### config.mk
export PLATFORM = sky130hd
export DESIGN_NAME = booth2_seq_mult
export DESIGN_NICKNAME = d
export VERILOG_FILES = /design/src/rtl/booth2_seq_mult.sv
export SDC_FILE = /design/constraint.sdc
export NUM_CORES = 1
export LEC_CHECK = 0
export ABC_AREA = 1
export CORE_MARGIN = 2
export CORE_UTILIZATION = 55
export DETAILED_ROUTE_END_ITERATION = 8
export MAX_ROUTING_LAYER = met4
export PLACE_DENSITY = 0.8
export SYNTH_ARGS = -nofsm -noshare
export SYNTH_HDL_FRONTEND = slang
export SYNTH_SLANG_ARGS = --single-unit
### constraint.sdc
create_clock -name clk -period 3 [get_ports clk]
set_input_delay 0.75 -clock clk [delete_from_list [all_inputs] [get_ports clk]]
set_output_delay 0.75 -clock clk [all_outputs]
set_load 0.02 [all_outputs]
### src/rtl/booth2_seq_mult.sv
// Sequential radix-2 Booth signed multiplier: one add/sub-and-shift step per clock,
// N steps per product, with registered out/busy/done.
module booth2_seq_mult #(
    parameter int N = 4
) (
    input  logic           clk,
    input  logic           rst,
    input  logic           start,
    input  logic [N-1:0]   in0,
    input  logic [N-1:0]   in1,
    output logic [2*N-1:0] out,
    output logic           busy,
    output logic           done
);

    localparam int unsigned CW = $clog2(N + 1);

    typedef enum logic [1:0] {IDLE, CALC, DONE} state_t;

    state_t        state;
    logic [N:0]    a;
    logic [N:0]    m;
    logic [N-1:0]  q;
    logic          q_1;
    logic [CW-1:0] cnt;

    logic [N:0]    sum_c;
    logic [N:0]    a_sh_c;
    logic [N-1:0]  q_sh_c;

    // Booth step at N+1 bits so that negating the most negative M cannot overflow
    always_comb begin
        sum_c = a;
        case ({q[0], q_1})
            2'b01:   sum_c = a + m;
            2'b10:   sum_c = a - m;
            default: sum_c = a;
        endcase
        a_sh_c = {sum_c[N], sum_c[N:1]};
        q_sh_c = {sum_c[0], q[N-1:1]};
    end

    always_ff @(posedge clk or posedge rst) begin
        if (rst) begin
            state <= IDLE;
            a     <= '0;
            m     <= '0;
            q     <= '0;
            q_1   <= 1'b0;
            cnt   <= '0;
            out   <= '0;
            busy  <= 1'b0;
            done  <= 1'b0;
        end else begin
            case (state)
                IDLE: begin
                    if (start) begin
                        m     <= {in0[N-1], in0};
                        q     <= in1;
                        a     <= '0;
                        q_1   <= 1'b0;
                        cnt   <= '0;
                        busy  <= 1'b1;
                        state <= CALC;
                    end
                end
                CALC: begin
                    a   <= a_sh_c;
                    q   <= q_sh_c;
                    q_1 <= q[0];
                    cnt <= CW'(cnt + 1'b1);
                    // Last step: publish the shifted result directly
                    if (cnt == CW'(N - 1)) begin
                        out   <= {a_sh_c[N-1:0], q_sh_c};
                        done  <= 1'b1;
                        state <= DONE;
                    end
                end
                DONE: begin
                    done  <= 1'b0;
                    busy  <= 1'b0;
                    state <= IDLE;
                end
                default: state <= IDLE;
            endcase
        end
    end

endmodule

Word-level counts from Yosys, hierarchy flattened --
Cells that the tools add are included. Widths: inputs -> output; s select.
Operators by class: $add $sub $neg 3, reduce and logical (&&, ||, !) cells 10, equal/unequal tests 7, mux-type cells 16
Operators by type and width (number):
- $pmux 5 s2 | 2
- $reduce_and 2->1 | 6
- $pmux 4 s2 | 1
- $pmux 1 s2 | 3
- $pmux 3 s2 | 1
- $reduce_bool 2->1 | 3
- $add 5x5->5 | 1
- $mux 5 | 1
- $sub 5x5->5 | 1
- $eq 2x1->1 const B | 2
- $eq 2x2->1 const B | 2
- $mux 2 | 2
- $mux 4 | 1
- $ne 2x2->1 const B | 2
- $pmux 2 s2 | 1
- $add 3x1->3 const B | 1
- $eq 3x2->1 const B | 1
- $mux 1 | 3
- $mux 3 | 1
- $logic_not 2->1 | 1
Word-level totals: word-level logic and storage cells 45, bits in registers 29, output and inout bits 10

Depth between registers and ports, before layout --
Gate-level depths: netlist (run 1).
depth after elaboration 3, mapped depth 15

Worst setup path before layout (run 1) --
OpenSTA, ideal clock, no wires.
path kind reg-to-reg, from register m[0], to register a[3], required time 2883 ps, data arrival time 1716 ps, library setup time 117 ps, stages on the path, launching flop included 14, clock period less this slack 1833 ps, slack 1167 ps, buffers on the path 0, path through dfrtp_1 inv_1 ha_1 inv_1 o21ai_0 fa_1 inv_1 nand3_1 nand3_1 nand2_1 nand4_1 nand2_1 nand2_1 nand2_1
On the way: longest elaborated chain between the ends 3
RTL lines:
- start: declaration | RTL line 22 | logic [N:0] m;
- start signal: assignment | RTL line 58 | m <= {in0[N-1], in0};
- $sub 5x5->5 / $add 5x5->5 (equally long branches) | RTL line 36, 35
- $pmux 5 s2 (*) | RTL line 34 | case ({q[0], q_1})
- $pmux 5 s2 (*) | RTL line 55 | case (state)
- end signal: assignment | RTL line 68 | a <= a_sh_c;
- end: declaration | RTL line 21 | logic [N:0] a;
Every way passes the cells marked *; elsewhere a longest branch is shown, timed or not. A chain may end at the register's enable or synchronous reset.

Worst setup path after layout (run 1) --
from register m[0], to register a[2]
The elaborated chain is that of the path after synthesis.

==> flow_summary.json, run 1 <==
{
  "outcome": "completed",
  "drt_wl_total_mm": 2.65,
  "yosysUniqueCellTypes": 27,
  "synth_fp_nets": 185,
  "die-area_sq_um": 3090,
  "clk_latency_ps": 320,
  "place_hpwl_mm": 2.12,
  "cp_slowest_cell": "dfrtp_1",
  "synth.most_common_cell": "nand2_1",
  "antenna_found_initial": 0,
  "max_cap_viol_count": 0,
  "critical_path_arrival_ps": 2370,
  "regToRegStartpoint": "m[0]",
  "overflow": 0,
  "synth_flop_cell": "dfrtp_1",
  "critical_path_required_ps": 3270,
  "start_kind": "flop",
  "layout.nets": 208,
  "syn-instance-count": 165,
  "crit_top_cell": "inv_1",
  "io_buffers": 20,
  "drc": 0,
  "final_util_pct": 68.4,
  "cts_resized": 0,
  "clk_pin_slew_ps": 140,
  "ioPinCount": 21,
  "yosysWarnings": 0,
  "synth_top_area_cell": "dfrtp_1",
  "synth_edf_count": 0,
  "cts_made_buffers": 3,
  "n_antenna_cell": 0,
  "worstSetupPathType": "reg2reg",
  "synthArstFlopShare_pct": 100,
  "fin_skew_ps": 6.24,
  "setup-tns-final_ps": 0,
  "synth-compound-area-share_pct": 15.3,
  "synth_top_family_by_area": "simple AND/OR/NAND/NOR gates",
  "hp-start": "cnt[0]",
  "avgSynthCellArea_sq_um": 8.86,
  "avgViaCountPerCell": 5.28,
  "crit_path_start": "m[0]",
  "yosysTopAreaCellShare_pct": 47.9,
  "wl_per_cell_um": 12.3,
  "netlist_top_cells_count": "37 x nand2_1, 28 x dfrtp_1, 21 x inv_1",
  "grt_use_total_pct": 19.5,
  "grt_pass1_vias": 1161,
  "fp.dieH_um": 55.6,
  "post-route-period-util_pct": 70.0,
  "rsz0062_at_grt": "false",
  "cts_max_level": 1,
  "setup_viol": 0,
  "slew_viol_final": 0,
  "fp.dieW_um": 55.6,
  "cts.sinks": 28,
  "ys_seq_area_share_pct": 47.9,
  "ys_top_cells_by_area": "dfrtp_1 48%, nand2_1 9.5%, ha_1 6.8%",
  "syn_to_final_growth_pct": 16.9,
  "post-cts-setup-buffers": 0,
  "synthMuxAreaShare_pct": 0.770,
  "critPathMaxFanout": 3,
  "worstMarginPinSlew_ps": 388,
  "hold_violations": 0,
  "cts_buffer_depth": 2,
  "start_util_pct": 58.5,
  "drive_gt1_share_pct": 9.14,
  "place.gp.congestion": 0.806,
  "root_buffer": "clkbuf_4",
  "core_area_sq_um": 2500,
  "path_cells": "inv_1 > ha_1 > inv_1 > o21ai_0 > inv_1 > ha_1 > nand3b_1 > a21oi_1 > nand3b_1 > nand3_1 > nand2_1",
  "synth-seq-cells": 28,
  "hold_class": "reg2reg",
  "synthSimpleGateAreaFrac_pct": 19.3,
  "crit_path_end_kind": "flop",
  "yosys.area_share.adder_pct": 8.21,
  "first_pass_iters": 4,
  "cts_tree": "done",
  "fmax_mhz": 476,
  "antenna_left": 0,
  "crit_path_max_incr_delay_ps": 380,
  "period_needed_ps": 2100,
  "vias": 1140,
  "grt_max_degree": 29,
  "drtIter0Drc": 31,
  "ctsHoldBuffers": 0,
  "rows": 18,
  "grt_pass1_wl_mm": 4.74,
  "slew_headroom_pct": 73.8,
  "synth-xor-area-share_pct": 0.599,
  "synth_area_sq_um": 1460
}
## per-layer routing
metal | vias to the layer above | GRT usage, % | wire length, um
met5 | - | - | 0
met4 | 0 | 7.67 | 58
met3 | 6 | 3.02 | 101
met2 | 33 | 34.0 | 1310
met1 | 516 | 22.7 | 1180
li1 | 585 | - | -
## worst paths after layout
kind                            cells past startpoint     end  slack [ps]
worst max-delay path                               11    a[2]         900
worst min-delay path                                1  cnt[0]         490
worst max register to register                     11    a[2]         900
worst min register to register                      1  cnt[0]         490
max in group asynchronous                           3    q[3]        1980
min in group asynchronous                           3    m[2]         760
## through the flow
| stage | cells | area (sq um) | hold slack [ps] | worst slack, ps |
|---|---|---|---|---|
| after floorplan | 165 | 1460 | 450 | 1170 |
| after global placement | 213 | 1690 | 465 | 994 |
| after detailed placement | 213 | 1690 | 471 | 931 |
| after CTS | 216 | 1710 | 491 | 910 |
| after global routing | 216 | 1710 | 519 | 702 |
| final | 216 | 1710 | 489 | 901 |
## cell usage in the layout (no fill, tap or decap), types with 2 or more instances in the layout
| cell type | n |
|---|---|
| o21ai_1 | 3 |
| inv_1 | 21 |
| o21ai_0 | 14 |
| o22ai_2 | 2 |
| ha_1 | 8 |
| clkbuf_4 | 3 |
| dfrtp_1 | 28 |
| inv_2 | 4 |
| nor2_1 | 10 |
| o21ai_2 | 2 |
| clkdlybuf4s50_1 | 20 |
| nand2_1 | 37 |
| nand3b_1 | 2 |
| nand3_1 | 6 |
| a21oi_1 | 11 |
| o22ai_1 | 3 |
## flip-flops by register name (all words and copies together), names as in the netlist
signal / count
out: 8
a: 4
m: 4
q: 4
cnt: 3
state: 2
busy: 1
done: 1
q_1: 1
## area by class of cell
cell class | instances | area, sq um
clock buffer | 3 | 22.5
tap | 30 | 37.5
fill | 213 | 791
sequential | 28 | 701
multi-input combinational | 109 | 647
timing repair buffer | 21 | 208
inverter | 25 | 93.8
## logic make-up after synthesis
family	count (synthesis)
buffers and inverters	28
flip-flops	28
AO/OA/AOI/OAI	38
AND/OR/NAND/NOR	60
adder cells (fa/ha/maj)	9
multiplexers	1
XOR/XNOR	1
## critical path: cells and delay by family, from the launching register on
family / cells / cell delay, ps
AO/OA/AOI/OAI: 2 / 480
AND/OR/NAND/NOR: 4 / 430
flip-flops: 1 / 380
buffers and inverters: 3 / 190
adder cells (fa/ha/maj): 2 / 570
Power of run 1 is not shown: default switching activity piles up to over one toggle a cycle in this logic, so the estimate is an artifact.
==> run 2, diff against run 1 <==
Settings changed: CORE_UTILIZATION 55 to 48, PLACE_DENSITY 0.8 to 0.75.
Clock period 3 ns to 1.71 ns, I/O delays scaled along.
==> run 2 against run 1 <==
  * The flow now finishes with violations (negative setup slack)
  * Global-route usage fell by 0.20 points
  * Flip-flop and latch count did not move
  * Sequential share of layout area fell by 3.8 points
  * Clock-buffer cell count did not move
  * Critical path type unchanged
==> flow_summary.json, run 2 (same netlist as run 1, synthesis figures left out) <==
{
  "outcome": "finished, violations left",
  "violations": "negative setup slack",
  "ioPinCount": 21,
  "antenna_left": 0,
  "cts_buffer_depth": 2,
  "cp_slowest_cell": "dfrtp_1",
  "start_util_pct": 49.1,
  "clk_pin_slew_ps": 160,
  "period_needed_ps": 1890,
  "critical_path_required_ps": 1950,
  "cts_tree": "done",
  "grt_use_total_pct": 19.3,
  "setup_viol": 8,
  "worstMarginPinSlew_ps": 351,
  "critical_path_arrival_ps": 2130,
  "cts_made_buffers": 3,
  "crit_buf_inv": 1,
  "drive_gt1_share_pct": 21.3,
  "dp.cells": 225,
  "critPathMaxFanout": 6,
  "cts.sinks": 28,
  "vias": 1170,
  "cts_max_level": 1,
  "crit_path_end_kind": "flop",
  "fp.dieH_um": 59.2,
  "drtIter0Drc": 28,
  "dp_slack_ps": -204,
  "grt_max_degree": 29,
  "grt_pass1_vias": 1175,
  "max_cap_viol_count": 0,
  "start_kind": "flop",
  "rows": 20,
  "largest_reg_flops": 8,
  "root_buffer": "clkbuf_4",
  "crit_path_max_incr_delay_ps": 430,
  "final_common_cell": "nand2_1",
  "slew_headroom_pct": 76.6,
  "crit_family": "simple AND/OR/NAND/NOR gates",
  "drc": 0,
  "place_hpwl_mm": 2.15,
  "io_buffers": 20,
  "crit_top_cell": "nand2_1",
  "top_register": "out",
  "first_pass_iters": 4,
  "post-route-period-util_pct": 111,
  "fp.dieW_um": 59.2,
  "wl_per_cell_um": 12.8,
  "fillers": 275,
  "drt_wl_total_mm": 2.95,
  "setup_ws_ps": -181,
  "clk_latency_ps": 340,
  "grt_pass1_wl_mm": 5.09,
  "layout.nets": 218,
  "overflow": 0,
  "stdcell_count": 230,
  "fmax_mhz": 529,
  "core_area_sq_um": 2980,
  "fin_skew_ps": 9.51,
  "die-area_sq_um": 3500,
  "n_antenna_cell": 0,
  "hold_violations": 0,
  "rsz0062_at_grt": "true",
  "final_util_pct": 63.3,
  "hold_class": "in2async",
  "worstSetupPathType": "reg2reg",
  "place.gp.congestion": 0.898,
  "antenna_found_initial": 0,
  "avgViaCountPerCell": 5.09,
  "syn_to_final_growth_pct": 28.8,
  "final_cell_mix": "36 x nand2_1, 28 x dfrtp_1, 18 x inv_1",
  "path_cells": "inv_2 > ha_4 > nor2_2 > nor2_1 > a22oi_1 > ha_2 > nand2_1 > nor2_1 > nor2_1 > nand2_1 > nand3_1 > nand2_1 > nand2_1 > nand2_1 > nand2_1",
  "slew_viol_final": 0
}
run 2: cell count changes in the layout (fill, tap and decap cells not counted), sizes merged:
| cell | delta |
|---|---|
| bufinv | +1 |
| dlygate4sd2 | +10 |
| clkdlybuf4s50 | -10 |
| buf | +10 |
run 2: worst paths after layout:
check                      startpoint      to  slack (ps)  cells after the start
setup / recovery                 m[1]    a[3]        -180                     15
hold / removal                    rst    m[1]         420                      3
setup reg to reg                 m[1]    a[3]        -180                     15
hold reg to reg                cnt[0]  cnt[0]         490                      1
max in group asynchronous         rst  out[5]        1020                      3
min in group clk               cnt[0]  cnt[0]         490                      1
run 2: timing repair:
action,4_1_cts,5_1_grt
pin swaps,5,3
buffers inserted,1,0
hold buffers,0,0
setup endpoints to repair,18,8
gates resized for setup,18,6
run 2: through the flow:
step | hold WS, ps | setup TNS [ps] | area, sq um
after floorplan | 450 | -178 | 1480
after global placement | 466 | -918 | 1770
final | 422 | -1090 | 1880
after detailed placement | 469 | -1290 | 1770
after global routing | 478 | -2420 | 1880
after CTS | 443 | -1100 | 1850
run 2: per-layer routing:
metal	track usage (%)	wire, um	vias to the layer above
met3	2.40	101	4
met5	-	0	-
met4	5.84	30	0
met2	31.2	1440	22
met1	25.5	1370	541
li1	-	-	603
run 2: final cells by class:
cell class | instances | area, sq um | area share [%]
sequential | 28 | 701 | 37.2
tap | 33 | 41.3 | 2.19
timing repair buffer | 31 | 270 | 14.3
multi-input combinational | 109 | 726 | 38.5
inverter | 25 | 93.8 | 4.98
clock buffer | 3 | 22.5 | 1.20
clock inverter | 1 | 30.0 | 1.59
run 2: worst register-to-register path, stage by stage (launching register included):
cell and delay [ps]:
dfrtp_1 430, inv_2 80, ha_4 130, nor2_2 40, nor2_1 80, a22oi_1 70, ha_2 390, nand2_1 60
nor2_1 90, nor2_1 40, nand2_1 70, nand3_1 70, nand2_1 60, nand2_1 70, nand2_1 60, nand2_1 50
Power of run 2 is left out for the same reason.
==> patch 1, RTL diff (settings of run 1) <==
The parameter `N` goes from 4 to 8.
--- a/src/rtl/booth2_seq_mult.sv
+++ b/src/rtl/booth2_seq_mult.sv
@@ -3,3 +3,3 @@
 module booth2_seq_mult #(
-    parameter int N = 4
+    parameter int N = 8
 ) (
Interface: changed (resized in0, in1 and out); port bits go from 21 to 37. The function was not compared with the original's and may differ.
==> patch 1 against run 1 <==
  * Setup slack worse by 360 ps
  * Synthesized area is 81% higher
  * Wire length rose by 98%
  * Sequential cell count grew 21
  * Utilization is 1.9 points lower
  * Final area rose by 83%
Power is not shown: default switching activity piles up to over one toggle a cycle in this logic, so the estimate is an artifact.
==> patch 1: results (changes against run 1) <==
Global route
  – Pin count of the biggest net entering global routing: 50 (was 29)
  – First-pass GRT wire length: 9.55 mm (was 4.74 mm)
  – Initial antenna violation count: 0 (unchanged)
  – GRT Util Overall: 23.4% (was 19.5%)
  – Vias in the first global route: 2187 (was 1161)

Setup path
  – Critical Path Source: m[0]$_DFFE_PP0P_ (unchanged)
  – Critical path arrival: 2650 ps (was 2370 ps)
  – Critical Path Sink Type: flop (unchanged)
  – Slowest stage delay, CP: 390 ps
  – Reg2reg start: m[0]$_DFFE_PP0P_ (unchanged)
  – Reg2Reg Depth: 20 (was 11)
  – CP Max Fanout: 5 (was 3)
  – Critical-path top delay cell: dfrtp_1 (unchanged)
  – R2r setup slk: 540 ps (was 900 ps)
  – Reg-to-reg endpoint: a[7]$_DFFE_PP0P_ (was a[2]$_DFFE_PP0P_)

Hold path
  – Min-delay worst type: reg2reg (unchanged)
  – Hold endpoint: cnt[3]$_DFFE_PP0P_ (was cnt[0]$_DFFE_PP0P_)
  – Hold_sp: cnt[3]$_DFFE_PP0P_ (was cnt[0]$_DFFE_PP0P_)
  – Worst hold path depth: 1 (unchanged)

Yosys
  – Top cells by area, synth: dfrtp_1, nand2_1, ha_1 (unchanged)
  – Sequential area share after synthesis: 46.3% (was 47.9%)
  – Yosys synthesis warning count: 0 (unchanged)
  – Adder-cell share of the synthesized area: 5.95% (was 8.21%)
  – Cell variety after synth: 38 (was 27)
  – Fraction of synthesized area in multiplexers: 0.378% (was 0.770%)
  – Async set or reset register ratio after synthesis: 100% (unchanged)
  – Synth cell count leaders: nand2_1, dfrtp_1, inv_1 (unchanged)
  – Area fraction in compound gates after synthesis: 12.7% (was 15.3%)
  – Syn Nets: 351 (was 185)
  – Xor/xnor cell area share of the yosys netlist: 1.98% (was 0.599%)
  – Synth top area share: 46.3% (was 47.9%)

CTS
  – Max clock buf depth: 2 (unchanged)
  – Clock Latency Late Sink: 290 ps (was 320 ps)
  – Post-CTS sizing: 0 (unchanged)
  – Cts bufs inserted: 5 (was 3)
  – CTS Root Buffer Type: clkbuf_8 (was clkbuf_4)
  – H-tree depth: 2 (was 1)
  – Setup repair bufs after CTS: 0 (unchanged)
  – CTS clock-pin slew for the worst setup and hold paths: 90 ps (was 140 ps)

Finish
  – P&R area growth vs syn: 17.8% (was 16.9%)
  – Max reg flops: 16 (was 8)
  – Fraction of layout cells with a size suffix above 1: 10.1% (was 9.14%)
  – Largest Register: out (unchanged)
  – Nets: 388 (was 208)
  – # fillers: 401 (was 213)
  – ANT cells: 0 (unchanged)

Placement
  – Placer Congestion: 0.895 (was 0.806)
  – DP Wirelength: 3.99 mm (was 2.12 mm)
  – # port buffers: 36 (was 20)
  – Placed cell areas: 3040 µm² (was 1690 µm²)

Route
  – Routed WL per cell: 12.7 µm (was 12.3 µm)
  – Vias/cell: 5.31 (was 5.28)
  – 1st-pass router iterations: 5 (was 4)
  – 1st-iter DRT viols: 128 (was 31)

Timing
  – Final hold slack: 480 ps (was 489 ps)
  – Clock Skews: 6.21 ps (was 6.24 ps)
  – Rel. slew slack: 68.2% (was 73.8%)

Outcome
  – Outcome: completed (unchanged)
-- patch 1: area by class of cell --
class	instances	area share, %
Timing Repair Buffer	37	12.2
Inverter	41	5.09
Tap cell	54	2.17
Clock buffer	6	2.33
Clock inverter	1	0.281
Multi-Input combinational cell	223	38.6
Sequential cell	49	39.3
-- patch 1: metrics by stage --
stage	instances	worst slack, ps
2_1_floorplan	320	767
3_3_place_gp	404	651
3_5_place_dp	404	541
4_1_cts	411	526
5_1_grt	411	206
6_report	411	540
-- patch 1: layer usage --
metal	track usage [%]	up-vias	part of all wire, %
met5	-	-	0
met1	30.7	1029	45
li1	-	1101	-
met4	5.86	0	1.2
met3	3.98	9	2.9
met2	38.1	44	50
-- patch 1: worst max-delay path: cells and delay by family, from the launching register on --
kind	cells	cell delay [ps]
simple gates	13	970
xor+xnor	1	140
flops	1	390
fa+ha+maj	2	510
buf+inv	3	210
compound gates	1	160
==> patch 2, RTL diff (config.mk and constraints of run 1) <==
Made on the original files. Re-encode `state_t` (3 states) as one-hot, 3 bits wide.
--- a/src/rtl/booth2_seq_mult.sv
+++ b/src/rtl/booth2_seq_mult.sv
@@ -17,3 +17,3 @@
 
-    typedef enum logic [1:0] {IDLE, CALC, DONE} state_t;
+    typedef enum logic [2:0] {IDLE = 3'b001, CALC = 3'b010, DONE = 3'b100} state_t;
 
Function: no difference found for any inputs over 10 cycles, from zero or initial values and one cycle with rst high; not proved beyond that.
==> patch 2 against run 1 <==
  * First-iteration DRC count increased by 13%
  * Wire length increased by 14%
  * Utilization shrank 0.79 points
  * Via count is 7.7% higher
  * Synthesized area increased by 4.0%
  * Sequential cell count up 1
  * Synthesized cell count is 4.8% higher
  * Sequential share of layout area down 0.95 points
  * Final area grew 6.2%
  * Worst hold slack better by 6.0 ps
  * Setup slack better by 13 ps
  * Non-clock buffer count stayed put
  * Largest cell class unchanged
==> patch 2: results (changes against run 1) <==
Route
  – 1st-iter DRT viols: 35 (was 31)
  – Metal2 WL: 1.45 mm (was 1.31 mm)
  – Metal3 WL: 176 µm (was 101 µm)
  – WL met1: 1.30 mm (was 1.18 mm)
  – 1st-pass router iterations: 4 (unchanged)
  – Via count: 1228 (was 1140)
  – Routed WL per cell: 13.0 µm (was 12.3 µm)
  – Vias/cell: 5.32 (was 5.28)

Yosys
  – Syn Nets: 193 (was 185)
  – Post-Synthesis Cells: 173 (was 165)
  – Synth cell count leaders: nand2_1, dfrtp_1, inv_1 (unchanged)
  – Sequential area share after synthesis: 47.8% (was 47.9%)
  – Cell variety after synth: 30 (was 27)
  – Fraction of synthesized area in multiplexers: 0% (was 0.770%)
  – Xor/xnor cell area share of the yosys netlist: 0.576% (was 0.599%)
  – Top cells by area, synth: dfrtp_1, nand2_1, ha_1 (unchanged)
  – Adder-cell share of the synthesized area: 7.89% (was 8.21%)

Timing
  – Final hold slack: 495 ps (was 489 ps)
  – Crit path time final: 2090 ps (was 2100 ps)
  – Clock Skews: 6.19 ps (was 6.24 ps)
  – Rel. slew slack: 69.3% (was 73.8%)

Placement
  – Placer Congestion: 0.795 (was 0.806)
  – DP Wirelength: 2.36 mm (was 2.12 mm)
  – Placed cell areas: 1750 µm² (was 1690 µm²)
  – Post-place setup slack: 938 ps (was 931 ps)
  – Dpl cells: 223 (was 213)

Global route
  – Vias in the first global route: 1257 (was 1161)
  – GR Layer Usage met3: 5.07% (was 3.02%)
  – Pin count of the biggest net entering global routing: 18 (was 29)
  – GR Layer Usage met2: 37.2% (was 34.0%)
  – Met1 Use GR: 25.9% (was 22.7%)
  – First-pass GRT wire length: 5.42 mm (was 4.74 mm)
  – Initial antenna violation count: 0 (unchanged)
  – GRT Util Overall: 22.9% (was 19.5%)

Hold path
  – Worst hold path depth: 2 (was 1)
  – Hold endpoint: out[2]$_DFFE_PP0P_ (was cnt[0]$_DFFE_PP0P_)
  – Hold_sp: out[2]$_DFFE_PP0P_ (was cnt[0]$_DFFE_PP0P_)

Outcome
  – Outcome: completed (unchanged)

Setup path
  – Slowest stage delay, CP: 460 ps (was 380 ps)
  – Critical-path top delay cell: fa_1 (was dfrtp_1)
  – CP Max Fanout: 3 (unchanged)
  – Reg2Reg Depth: 14 (was 11)
  – Worst setup path end: out[7]$_DFFE_PP0P_ (was a[2]$_DFFE_PP0P_)

CTS
  – CTS clock-pin slew for the worst setup and hold paths: 90 ps (was 140 ps)
  – H-tree depth: 2 (was 1)
  – Clock Latency Late Sink: 340 ps (was 320 ps)
  – Cts bufs inserted: 5 (was 3)

Finish
  – Fraction of layout cells with a size suffix above 1: 11.0% (was 9.14%)
  – # fillers: 219 (was 213)
==> patch 2: changes by cell type in the layout (fill, tap and decap cells not counted), sizes merged, moves of 4 or more <==
| cell | change |
|---|---|
| a21oi | -6 |
| nand2 | +12 |
| clkbuf | +4 |
| nor3 | +4 |
==> patch 2: logic make-up after synthesis <==
group	after synthesis
DFF	29
and+or+nand+nor	74
AOI/OAI and AO/OA	31
adders and majority gates	9
buffers and inverters	29
xor gates and xnor gates	1
==> patch 2: power breakdown <==
part / internal (mW) / switching [mW] / total (mW)
registers: 0.532 / 0.0875 / 0.620
logic: 0.419 / 0.638 / 1.06
clock network: 0.136 / 0.140 / 0.275
==> patch 2: cell type report <==
type | instances | area, µm² | share of cell area [%]
well taps | 31 | 38.8 | 2.14
repair buffers | 21 | 208 | 11.4
clock inverters | 1 | 5.00 | 0.276
inverters | 27 | 106 | 5.86
clock buffers | 7 | 65.1 | 3.58
multi-input cells | 115 | 666 | 36.7
flip-flops and latches | 29 | 727 | 40.0
